## config.mk

```make
export PLATFORM = sky130hd
export DESIGN_NAME = nibble_sort_ctrl_flat
export DESIGN_NICKNAME = d
export VERILOG_FILES = /design/src/rtl/nibble_sort_ctrl_if.sv /design/src/rtl/nibble_sort_ctrl.sv /design/src/flat_wrapper.sv
export SDC_FILE = /design/constraint.sdc
export NUM_CORES = 1
export LEC_CHECK = 0
export BUFFER_PORTS_ARGS = -buffer_cell sky130_fd_sc_hd__buf_4
export CAP_MARGIN = 20
export CELL_PAD_IN_SITES_DETAIL_PLACEMENT = 0
export CELL_PAD_IN_SITES_GLOBAL_PLACEMENT = 1
export CORE_MARGIN = 4
export CORE_UTILIZATION = 42
export DETAILED_ROUTE_END_ITERATION = 8
export GPL_ROUTABILITY_DRIVEN = 0
export MAX_ROUTING_LAYER = met4
export PLACE_DENSITY = 0.78
export SKIP_CTS_REPAIR_TIMING = 1
export SLEW_MARGIN = 20
export SYNTH_ARGS = -nofsm -noshare
export SYNTH_HDL_FRONTEND = slang
export SYNTH_SLANG_ARGS = --single-unit
```

## constraint.sdc

```tcl
create_clock -name clk -period 3.7 [get_ports clk]
set_input_delay 0.555 -clock clk [delete_from_list [all_inputs] [get_ports clk]]
set_output_delay 0.555 -clock clk [all_outputs]
set_load 0.005 [all_outputs]
```

## src/rtl/nibble_sort_ctrl_if.sv

```systemverilog
// nibble_sort_ctrl_if: host <-> sort controller bundle.
// Carries start/ascending/data_in to the sorter; busy/done/data_out/swap_count back.
interface nibble_sort_ctrl_if #(
    parameter int N = 4,
    parameter int W = 4
);
    logic           start;
    logic           ascending;
    logic [N*W-1:0] data_in;
    logic           busy;
    logic           done;
    logic [N*W-1:0] data_out;
    logic [7:0]     swap_count;

    // Host side: loads a vector and waits for the sorted result.
    modport master (
        output start,
        output ascending,
        output data_in,
        input  busy,
        input  done,
        input  data_out,
        input  swap_count
    );

    // Sorter side.
    modport slave (
        input  start,
        input  ascending,
        input  data_in,
        output busy,
        output done,
        output data_out,
        output swap_count
    );
endinterface

```

## src/rtl/nibble_sort_ctrl.sv

```systemverilog
// nibble_sort_ctrl: in-place bubble sort of N W-bit unsigned elements using
// one shared comparator. Ports: clk, rst (sync, active-high), bus (slave).
module nibble_sort_ctrl #(
    parameter int N = 4,
    parameter int W = 4
) (
    input  logic                clk,
    input  logic                rst,
    nibble_sort_ctrl_if.slave   bus
);

    localparam int IW = (N > 2) ? $clog2(N) : 1;
    localparam logic [IW-1:0] LAST0 = IW'(N - 2);

    typedef enum logic {
        IDLE,
        SORT
    } state_t;

    state_t         state;
    logic [W-1:0]   elem [N];
    logic           order;
    logic [IW-1:0]  pass;
    logic [IW-1:0]  i;
    logic           pass_swaps;
    logic           busy_q;
    logic           done_q;
    logic [7:0]     swaps_q;

    logic [IW-1:0]  ip1;
    logic [IW-1:0]  last_idx;
    logic [W-1:0]   a;
    logic [W-1:0]   b;
    logic [2:0]     cmp;
    logic           do_swap;

    // Shared comparator: operands are the adjacent pair at index i.
    always_comb begin
        ip1      = i + IW'(1);
        last_idx = LAST0 - pass;
        a        = elem[i];
        b        = elem[ip1];
        cmp      = {a > b, a == b, a < b};
    end

    // Equal operands never swap, which keeps the sort stable.
    always_comb begin
        do_swap = 1'b0;
        unique case (1'b1)
            cmp[2]:  do_swap = order;
            cmp[1]:  do_swap = 1'b0;
            cmp[0]:  do_swap = ~order;
            default: do_swap = 1'b0;
        endcase
    end

    always_ff @(posedge clk) begin
        if (rst) begin
            state      <= IDLE;
            order      <= 1'b1;
            pass       <= '0;
            i          <= '0;
            pass_swaps <= 1'b0;
            busy_q     <= 1'b0;
            done_q     <= 1'b0;
            swaps_q    <= '0;
            for (int k = 0; k < N; k++) elem[k] <= '0;
        end else begin
            done_q <= 1'b0;
            unique case (state)
                IDLE: begin
                    if (bus.start) begin
                        for (int k = 0; k < N; k++)
                            elem[k] <= bus.data_in[k*W +: W];
                        order      <= bus.ascending;
                        pass       <= '0;
                        i          <= '0;
                        pass_swaps <= 1'b0;
                        swaps_q    <= '0;
                        state      <= SORT;
                        busy_q     <= 1'b1;
                    end
                end
                SORT: begin
                    if (do_swap) begin
                        elem[i]    <= b;
                        elem[ip1]  <= a;
                        swaps_q    <= swaps_q + 8'd1;
                        pass_swaps <= 1'b1;
                    end
                    if (i == last_idx) begin
                        // A clean pass, or the final pass, ends the sort.
                        if (!(pass_swaps || do_swap) || pass == LAST0) begin
                            state  <= IDLE;
                            busy_q <= 1'b0;
                            done_q <= 1'b1;
                        end else begin
                            pass       <= pass + IW'(1);
                            i          <= '0;
                            pass_swaps <= 1'b0;
                        end
                    end else begin
                        i <= ip1;
                    end
                end
                default: begin
                    state  <= IDLE;
                    busy_q <= 1'b0;
                end
            endcase
        end
    end

    assign bus.busy       = busy_q;
    assign bus.done       = done_q;
    assign bus.swap_count = swaps_q;

    for (genvar g = 0; g < N; g++) begin : g_out
        assign bus.data_out[g*W +: W] = elem[g];
    end

endmodule
```

## src/flat_wrapper.sv

```systemverilog
// flat-port wrapper written by rule: the top's interface ports become plain ports
module nibble_sort_ctrl_flat 
#(
    parameter int N = 4,
    parameter int W = 4
)
  (clk, rst, bus_start, bus_ascending, bus_data_in, bus_busy, bus_done, bus_data_out, bus_swap_count);
  nibble_sort_ctrl_if #(.N(N), .W(W)) bus_i ();
  input  logic clk;
  input  logic rst;
  input wire logic [$bits(bus_i.start)-1:0] bus_start;
  input wire logic [$bits(bus_i.ascending)-1:0] bus_ascending;
  input wire logic [$bits(bus_i.data_in)-1:0] bus_data_in;
  output wire logic [$bits(bus_i.busy)-1:0] bus_busy;
  output wire logic [$bits(bus_i.done)-1:0] bus_done;
  output wire logic [$bits(bus_i.data_out)-1:0] bus_data_out;
  output wire logic [$bits(bus_i.swap_count)-1:0] bus_swap_count;
  assign bus_i.start = bus_start;
  assign bus_i.ascending = bus_ascending;
  assign bus_i.data_in = bus_data_in;
  assign bus_busy = bus_i.busy;
  assign bus_done = bus_i.done;
  assign bus_data_out = bus_i.data_out;
  assign bus_swap_count = bus_i.swap_count;
  nibble_sort_ctrl #(.N(N), .W(W)) u_core (.clk(clk), .rst(rst), .bus(bus_i));
endmodule
```

==> results.py, run 1 <==
metrics = {
    "outcome": {
        "status": "finished clean",
    },
    "timing": {
        "rsz0062_at_grt": "false",
        "period_minus_slack_ns": 3.478,
        "slew-limit-headroom": 0.4828,
        "post-route-period-util": 0.9401,
        "slew_viol_final": 0,
        "setup_violations": 0,
        "finalHoldViolations": 0,
        "finClkSkew_ns": 0.007690,
        "worst_slack_ns": 0.2215,
        "max_freq_mhz": 287.5,
        "whs_ns": 0.4740,
        "max_slew.worst_pin.slew_ns": 0.7730,
        "tns_ns": 0,
    },
    "routing": {
        "antenna_left": 0,
        "vias": 2028,
        "route.detailed.drc": 0,
        "via_per_inst": 5.844,
        "drt_iter0_markers": 158,
        "dr.pass1.iters": 4,
        "totalWireLength_mm": 6.188,
        "wl_per_cell_um": 17.83,
    },
    "clocking": {
        "clkTransAtPathRegs_ns": 0.08,
        "cts_sinks": 35,
        "cts_max_path_buffers": 2,
        "worstSkewPairLatency_ns": 0.28,
        "tritoncts": "built",
        "cts_root_buf": "clkbuf_8",
        "numCtsBuffers": 5,
        "cts_max_level": 2,
    },
    "critical_path": {
        "crit_chain": "inv_1 > ha_1 > mux4_2 > inv_1 > ha_1 > nand4_1 > nand3_1 > a211oi_1 > or2_1 > buf_4 > a32oi_1 > mux2i_1",
        "endpoint_kind": "flop",
        "critical_path.reg2reg.endpoint": "u_core.elem[0][0]",
        "start_kind": "flop",
        "reg2reg_from": "u_core.i[1]",
        "cp.arrival_ns": 3.60,
        "criticalPathCategory": "reg2reg",
        "r2r_slack_ns": 0.22,
        "path_max_fanout": 16,
        "cp_slowest_cell": "mux4_2",
        "worstPathRequired_ns": 3.82,
        "reg2regPathDepth": 12,
        "slowest_delay_ns": 0.63,
    },
    "min_path": {
        "hp-start": "bus_ascending",
        "min_path_type": "in2reg",
        "holdPathEnd": "u_core.order",
        "hold_depth": 3,
    },
    "yosys": {
        "yosys_warnings": 0,
        "ys.flop_type": "dfxtp_1",
        "ys_seq_elements": 35,
        "avgSynthCellArea_um2": 10.02,
        "yosysTopAreaCell": "edfxtp_1",
        "ys_seq_area_frac": 0.3784,
        "yosys.area.top_type_share": 0.2112,
        "synth_area_leaders": "edfxtp_1 21%, dfxtp_1 17%, ha_1 7.2%",
        "yosysUniqueCellTypes": 47,
        "synth_nets": 260,
        "ys_async_sr_fraction": 0,
        "syn_inst": 227,
        "synth-edff-count": 16,
        "yosysMostFrequentCell": "dfxtp_1",
        "synth_area_mm2": 0.002275,
        "yosys-top-cells-count": "19 x dfxtp_1, 16 x a21oi_1, 16 x edfxtp_1, 16 x nand2_1, 15 x mux2i_1",
    },
    "global_routing": {
        "overflow": 0,
        "met2_usage": 0.2923,
        "global_route.usage.met3": 0.04825,
        "met1_usage": 0.2936,
        "grt_max_degree": 23,
        "gr-usage-all-layers": 0.2067,
        "grt_pass1_vias": 1977,
        "grt_pass1_wl_mm": 10.12,
        "antenna_found_initial": 0,
        "gr-max-usage-layer": "met1",
    },
    "floorplan": {
        "num_rows": 26,
        "die_w_um": 81.59,
        "core_area_mm2": 0.005172,
        "ios": 46,
        "die_area_mm2": 0.006657,
        "die_height_um": 81.59,
        "initial_core_util": 0.4398,
    },
    "finish": {
        "nNetsFinal": 309,
        "final_cells": 347,
        "n_antenna_cell": 0,
        "num-fill-cells": 475,
        "drive_gt1_frac": 0.2960,
        "syn_to_final_growth_pct": 23.38,
    },
    "placed_design": {
        "dp.cells": 339,
        "io_buffer_count": 45,
        "place_ws_ns": 0.1873,
        "dp_hpwl_mm": 4.666,
    },
    "power": {
        "p_total_w": 0.001258,
        "power_per_cell_area_mw_per_mm2": 448.4,
        "irDropWorstVdd_mv": 0.2484,
        "p_leak_nw": 1.205,
    },
    "flow_run": {
        "max_cap_violations": 0,
    },
}
-- area by class of cell --
type,instances,area [um2],area share
well taps,70,87.58,0.03121
inverters,11,41.29,0.01471
clock buffers,7,107.6,0.03834
repair buffers,56,420.4,0.1498
clock inverters,1,5.005,0.001783
flip-flops and latches,35,860.8,0.3067
multi-input cells,167,1284,0.4574
-- registers in the layout (all words and copies together) (netlist names), named ones only --
name                   cells
u_core.state               1
u_core.bus.done            1
u_core.pass                2
u_core.order               1
u_core.i                   2
u_core.elem               16
u_core.pass_swaps          1
u_core.bus.busy            1
u_core.bus.swap_count      8
-- kinds of logic after synthesis --
| family | synth area share |
|---|---|
| adder cells (fa/ha/maj) | 0.07151 |
| flip-flops | 0.3784 |
| XOR/XNOR | 0.007702 |
| AND/OR/NAND/NOR | 0.1348 |
| buffers and inverters | 0.05940 |
| AO/OA/AOI/OAI | 0.2178 |
| multiplexers | 0.1304 |
-- critical path, delay by kind of cell (launching register included) --
family,cells,cell delay [ns]
DFF,1,0.33
buffers and inverters,3,0.41
AOI/OAI and AO/OA,2,0.50
muxes,2,0.85
and+or+nand+nor,3,0.49
adders and majority gates,2,0.72
-- placed cells by master, fill, tap and decap left out, types with 2 or more instances in the layout --
master,n
edfxtp_1,16
nor3_1,5
mux4_2,5
and2_1,2
nor2_2,2
nand2_2,2
o2111ai_1,2
a32oi_1,9
nand2b_1,2
nand3_1,5
nand4_1,2
ha_1,13
nand2_1,16
a21oi_1,16
mux2i_1,15
nor2_1,11
a211oi_1,2
buf_4,56
clkbuf_8,6
a31oi_1,8
xnor2_1,2
o31a_1,2
dfxtp_1,19
o21ai_0,9
inv_1,11
a2bb2oi_1,9
mux2_2,3
o211ai_1,2
or3_1,4
o22ai_1,3
nor2b_1,2
a31o_2,2
-- metal layers --
layer	share of wire	routed length, um
met3	0.083	514
met5	0	0
met1	0.46	2864
met4	0.014	88
met2	0.44	2720
-- report_power, final --
group          switching (W)  leakage, nW  internal (W)
clock               0.000141       0.0594      0.000191
combinational       0.000239        0.817      0.000201
sequential         0.0000398        0.328      0.000447
-- stage by stage --
step	cell area, um2	util
CTS	2801	0.5416
floorplan	2275	-
finish	2806	0.5426
detailed placement	2689	0.5198
global route	2806	0.5426
global placement	2689	0.5198
-- worst max path at each step --
stage / from / end / cells past startpoint
finish: u_core.i[1] / u_core.elem[0][0] / 12
global route: u_core.i[1] / u_core.elem[0][0] / 12
CTS: u_core.i[1] / u_core.elem[0][1] / 11
detailed placement: u_core.i[1] / u_core.elem[2][0] / 11
global placement: u_core.i[1] / u_core.elem[2][0] / 11
floorplan: u_core.i[0] / u_core.elem[1][0] / 12
No activity file was read; power rests on OpenSTA's default activity.
==> run 2, diff against run 1 <==
Settings changed: MAX_ROUTING_LAYER met4 to not set.
==> run 2 against run 1 <==
  * Clock power is essentially flat
  * Die area is the same
  * Design area is the same
  * Sequential cell count is the same
  * Setup slack is essentially flat
  * Combinational power is essentially flat
  * Final cell count is the same
  * Via count shrank 0.54%
  * Critical path depth is the same
  * Count of clock-buffer cells in the layout is the same
  * Register-to-register slack is essentially flat
  * First-iteration DRC count grew 7.6%
  * Largest cell class unchanged
==> results.py, run 2 (synthesized netlist as in run 1, its figures left out) <==
metrics = {
    "timing": {
        "setup_violations": 0,
        "max_slew.worst_pin.slew_ns": 0.7915,
        "slew-limit-headroom": 0.4704,
        "max_freq_mhz": 287.5,
        "finClkSkew_ns": 0.007513,
        "post-route-period-util": 0.9400,
        "tns_ns": 0,
        "finalHoldViolations": 0,
        "period_minus_slack_ns": 3.478,
        "slew_viol_final": 0,
        "worst_slack_ns": 0.2219,
        "rsz0062_at_grt": "false",
    },
    "power": {
        "irDropWorstVdd_mv": 0.2483,
        "p_clk_frac": 0.264,
        "p_leak_nw": 1.205,
        "pwr-share-seq": 0.387,
        "power.internal_w": 0.0008385,
        "power_per_cell_area_mw_per_mm2": 448.3,
        "power_frac_comb": 0.349,
        "p_sw_w": 0.0004195,
        "p_total_w": 0.001258,
        "switching_share": 0.3335,
    },
    "critical_path": {
        "slowest_delay_ns": 0.62,
        "cp.arrival_ns": 3.60,
        "endpoint_kind": "flop",
        "r2r_slack_ns": 0.22,
        "path_max_fanout": 16,
        "cp_slowest_cell": "mux4_2",
        "crit_chain": "inv_1 > ha_1 > mux4_2 > inv_1 > ha_1 > nand4_1 > nand3_1 > a211oi_1 > or2_1 > buf_4 > a32oi_1 > mux2i_1",
        "reg2regPathDepth": 12,
        "start_kind": "flop",
        "worstPathRequired_ns": 3.82,
        "criticalPathCategory": "reg2reg",
        "reg2reg_from": "u_core.i[1]",
        "critical_path.reg2reg.endpoint": "u_core.elem[0][0]",
    },
    "placed_design": {
        "place_ws_ns": 0.1873,
        "dp.cells": 339,
        "dp_hpwl_mm": 4.666,
        "io_buffer_count": 45,
        "placed_area_mm2": 0.002689,
    },
    "clocking": {
        "clkTransAtPathRegs_ns": 0.08,
        "tritoncts": "built",
        "cts_max_level": 2,
        "worstSkewPairLatency_ns": 0.28,
        "cts_root_buf": "clkbuf_8",
        "numCtsBuffers": 5,
        "cts_sinks": 35,
        "cts_max_path_buffers": 2,
    },
    "routing": {
        "drt_iter0_markers": 170,
        "antenna_left": 0,
        "route.detailed.drc": 0,
        "via_per_inst": 5.813,
        "dr.pass1.iters": 4,
        "totalWireLength_mm": 6.215,
        "vias": 2017,
        "wl_per_cell_um": 17.91,
    },
    "global_routing": {
        "grt_pass1_wl_mm": 10.13,
        "grt_pass1_vias": 1976,
        "antenna_found_initial": 0,
        "gr-usage-all-layers": 0.2009,
        "overflow": 0,
        "grt_max_degree": 23,
    },
    "min_path": {
        "min_path_type": "in2reg",
        "holdPathEnd": "u_core.order",
        "hp-start": "bus_ascending",
        "hold_depth": 3,
    },
    "finish": {
        "nNetsFinal": 309,
        "regMostFlops": "u_core.elem",
        "final_cell_mix": "56 x buf_4, 19 x dfxtp_1, 16 x nand2_1, 16 x a21oi_1, 16 x edfxtp_1",
        "n_antenna_cell": 0,
        "layout_commonest_cell": "buf_4",
        "num-fill-cells": 475,
        "register_area_um2": 860.8,
        "multi_input_area_mm2": 0.001284,
        "largest_register_ffs": 16,
        "final_cells": 347,
        "final_area_mm2": 0.002806,
        "drive_gt1_frac": 0.2960,
        "syn_to_final_growth_pct": 23.38,
    },
    "floorplan": {
        "die_height_um": 81.59,
        "die_area_mm2": 0.006657,
        "initial_core_util": 0.4398,
        "die_w_um": 81.59,
        "core_area_mm2": 0.005172,
        "ios": 46,
        "num_rows": 26,
    },
    "outcome": {
        "status": "finished clean",
    },
    "flow_run": {
        "max_cap_violations": 0,
    },
}
[run 2: cell counts in the layout (fill, tap and decap cells not counted)]
Identical to the previous run, type by type.
[run 2: cell type report]
class                           count  share of cell area
Clock buffer                        7             0.03834
Clock inverter                      1            0.001783
Inverter                           11             0.01471
Multi-Input combinational cell    167              0.4574
Sequential cell                    35              0.3067
Tap cell                           70             0.03121
Timing Repair Buffer               56              0.1498
[run 2: metrics by stage]
step | hold WS [ns] | utilization
global placement | 0.4706 | 0.5198
floorplan | 0.4630 | -
CTS | 0.4692 | 0.5416
detailed placement | 0.4727 | 0.5198
global route | 0.4993 | 0.5426
finish | 0.4733 | 0.5426
[run 2: layer usage]
| metal | global-route usage | routed length [um] | up-vias |
|---|---|---|---|
| met3 | 0.05044 | 518 | 8 |
| met4 | 0.06146 | 89 | 0 |
| li1 | - | - | 966 |
| met5 | 0 | 0 | - |
| met1 | 0.2922 | 2846 | 959 |
| met2 | 0.2923 | 2762 | 84 |
[run 2: power by group through the flow]
| stage | Clock, W | Sequential [W] | Combinational (W) |
|---|---|---|---|
| 2_1_floorplan | 0 | 0.000481 | 0.000298 |
| 3_3_place_gp | 0 | 0.000495 | 0.000428 |
| 3_5_place_dp | 0 | 0.000495 | 0.000432 |
| 4_1_cts | 0.000339 | 0.000486 | 0.000434 |
| 5_1_grt | 0.000361 | 0.000492 | 0.000479 |
| 6_report | 0.000332 | 0.000487 | 0.000440 |
[run 2: how the worst max path moves through the flow]
stage / start / to / slack (ns) / cells past startpoint
detailed placement: u_core.i[1] / u_core.elem[2][0] / 0.19 / 11
floorplan: u_core.i[0] / u_core.elem[1][0] / 0.32 / 12
CTS: u_core.i[1] / u_core.elem[0][1] / 0.16 / 11
global placement: u_core.i[1] / u_core.elem[2][0] / 0.28 / 11
global route: u_core.i[1] / u_core.elem[0][0] / 0.05 / 12
finish: u_core.i[1] / u_core.elem[0][0] / 0.22 / 12
[run 2: worst max-delay path: cells and delay by family (launching register included)]
family	cells	cell delay [ns]
AOI/OAI and AO/OA	2	0.50
adders and majority gates	2	0.72
DFF	1	0.33
and+or+nand+nor	3	0.49
buffers and inverters	3	0.41
muxes	2	0.84
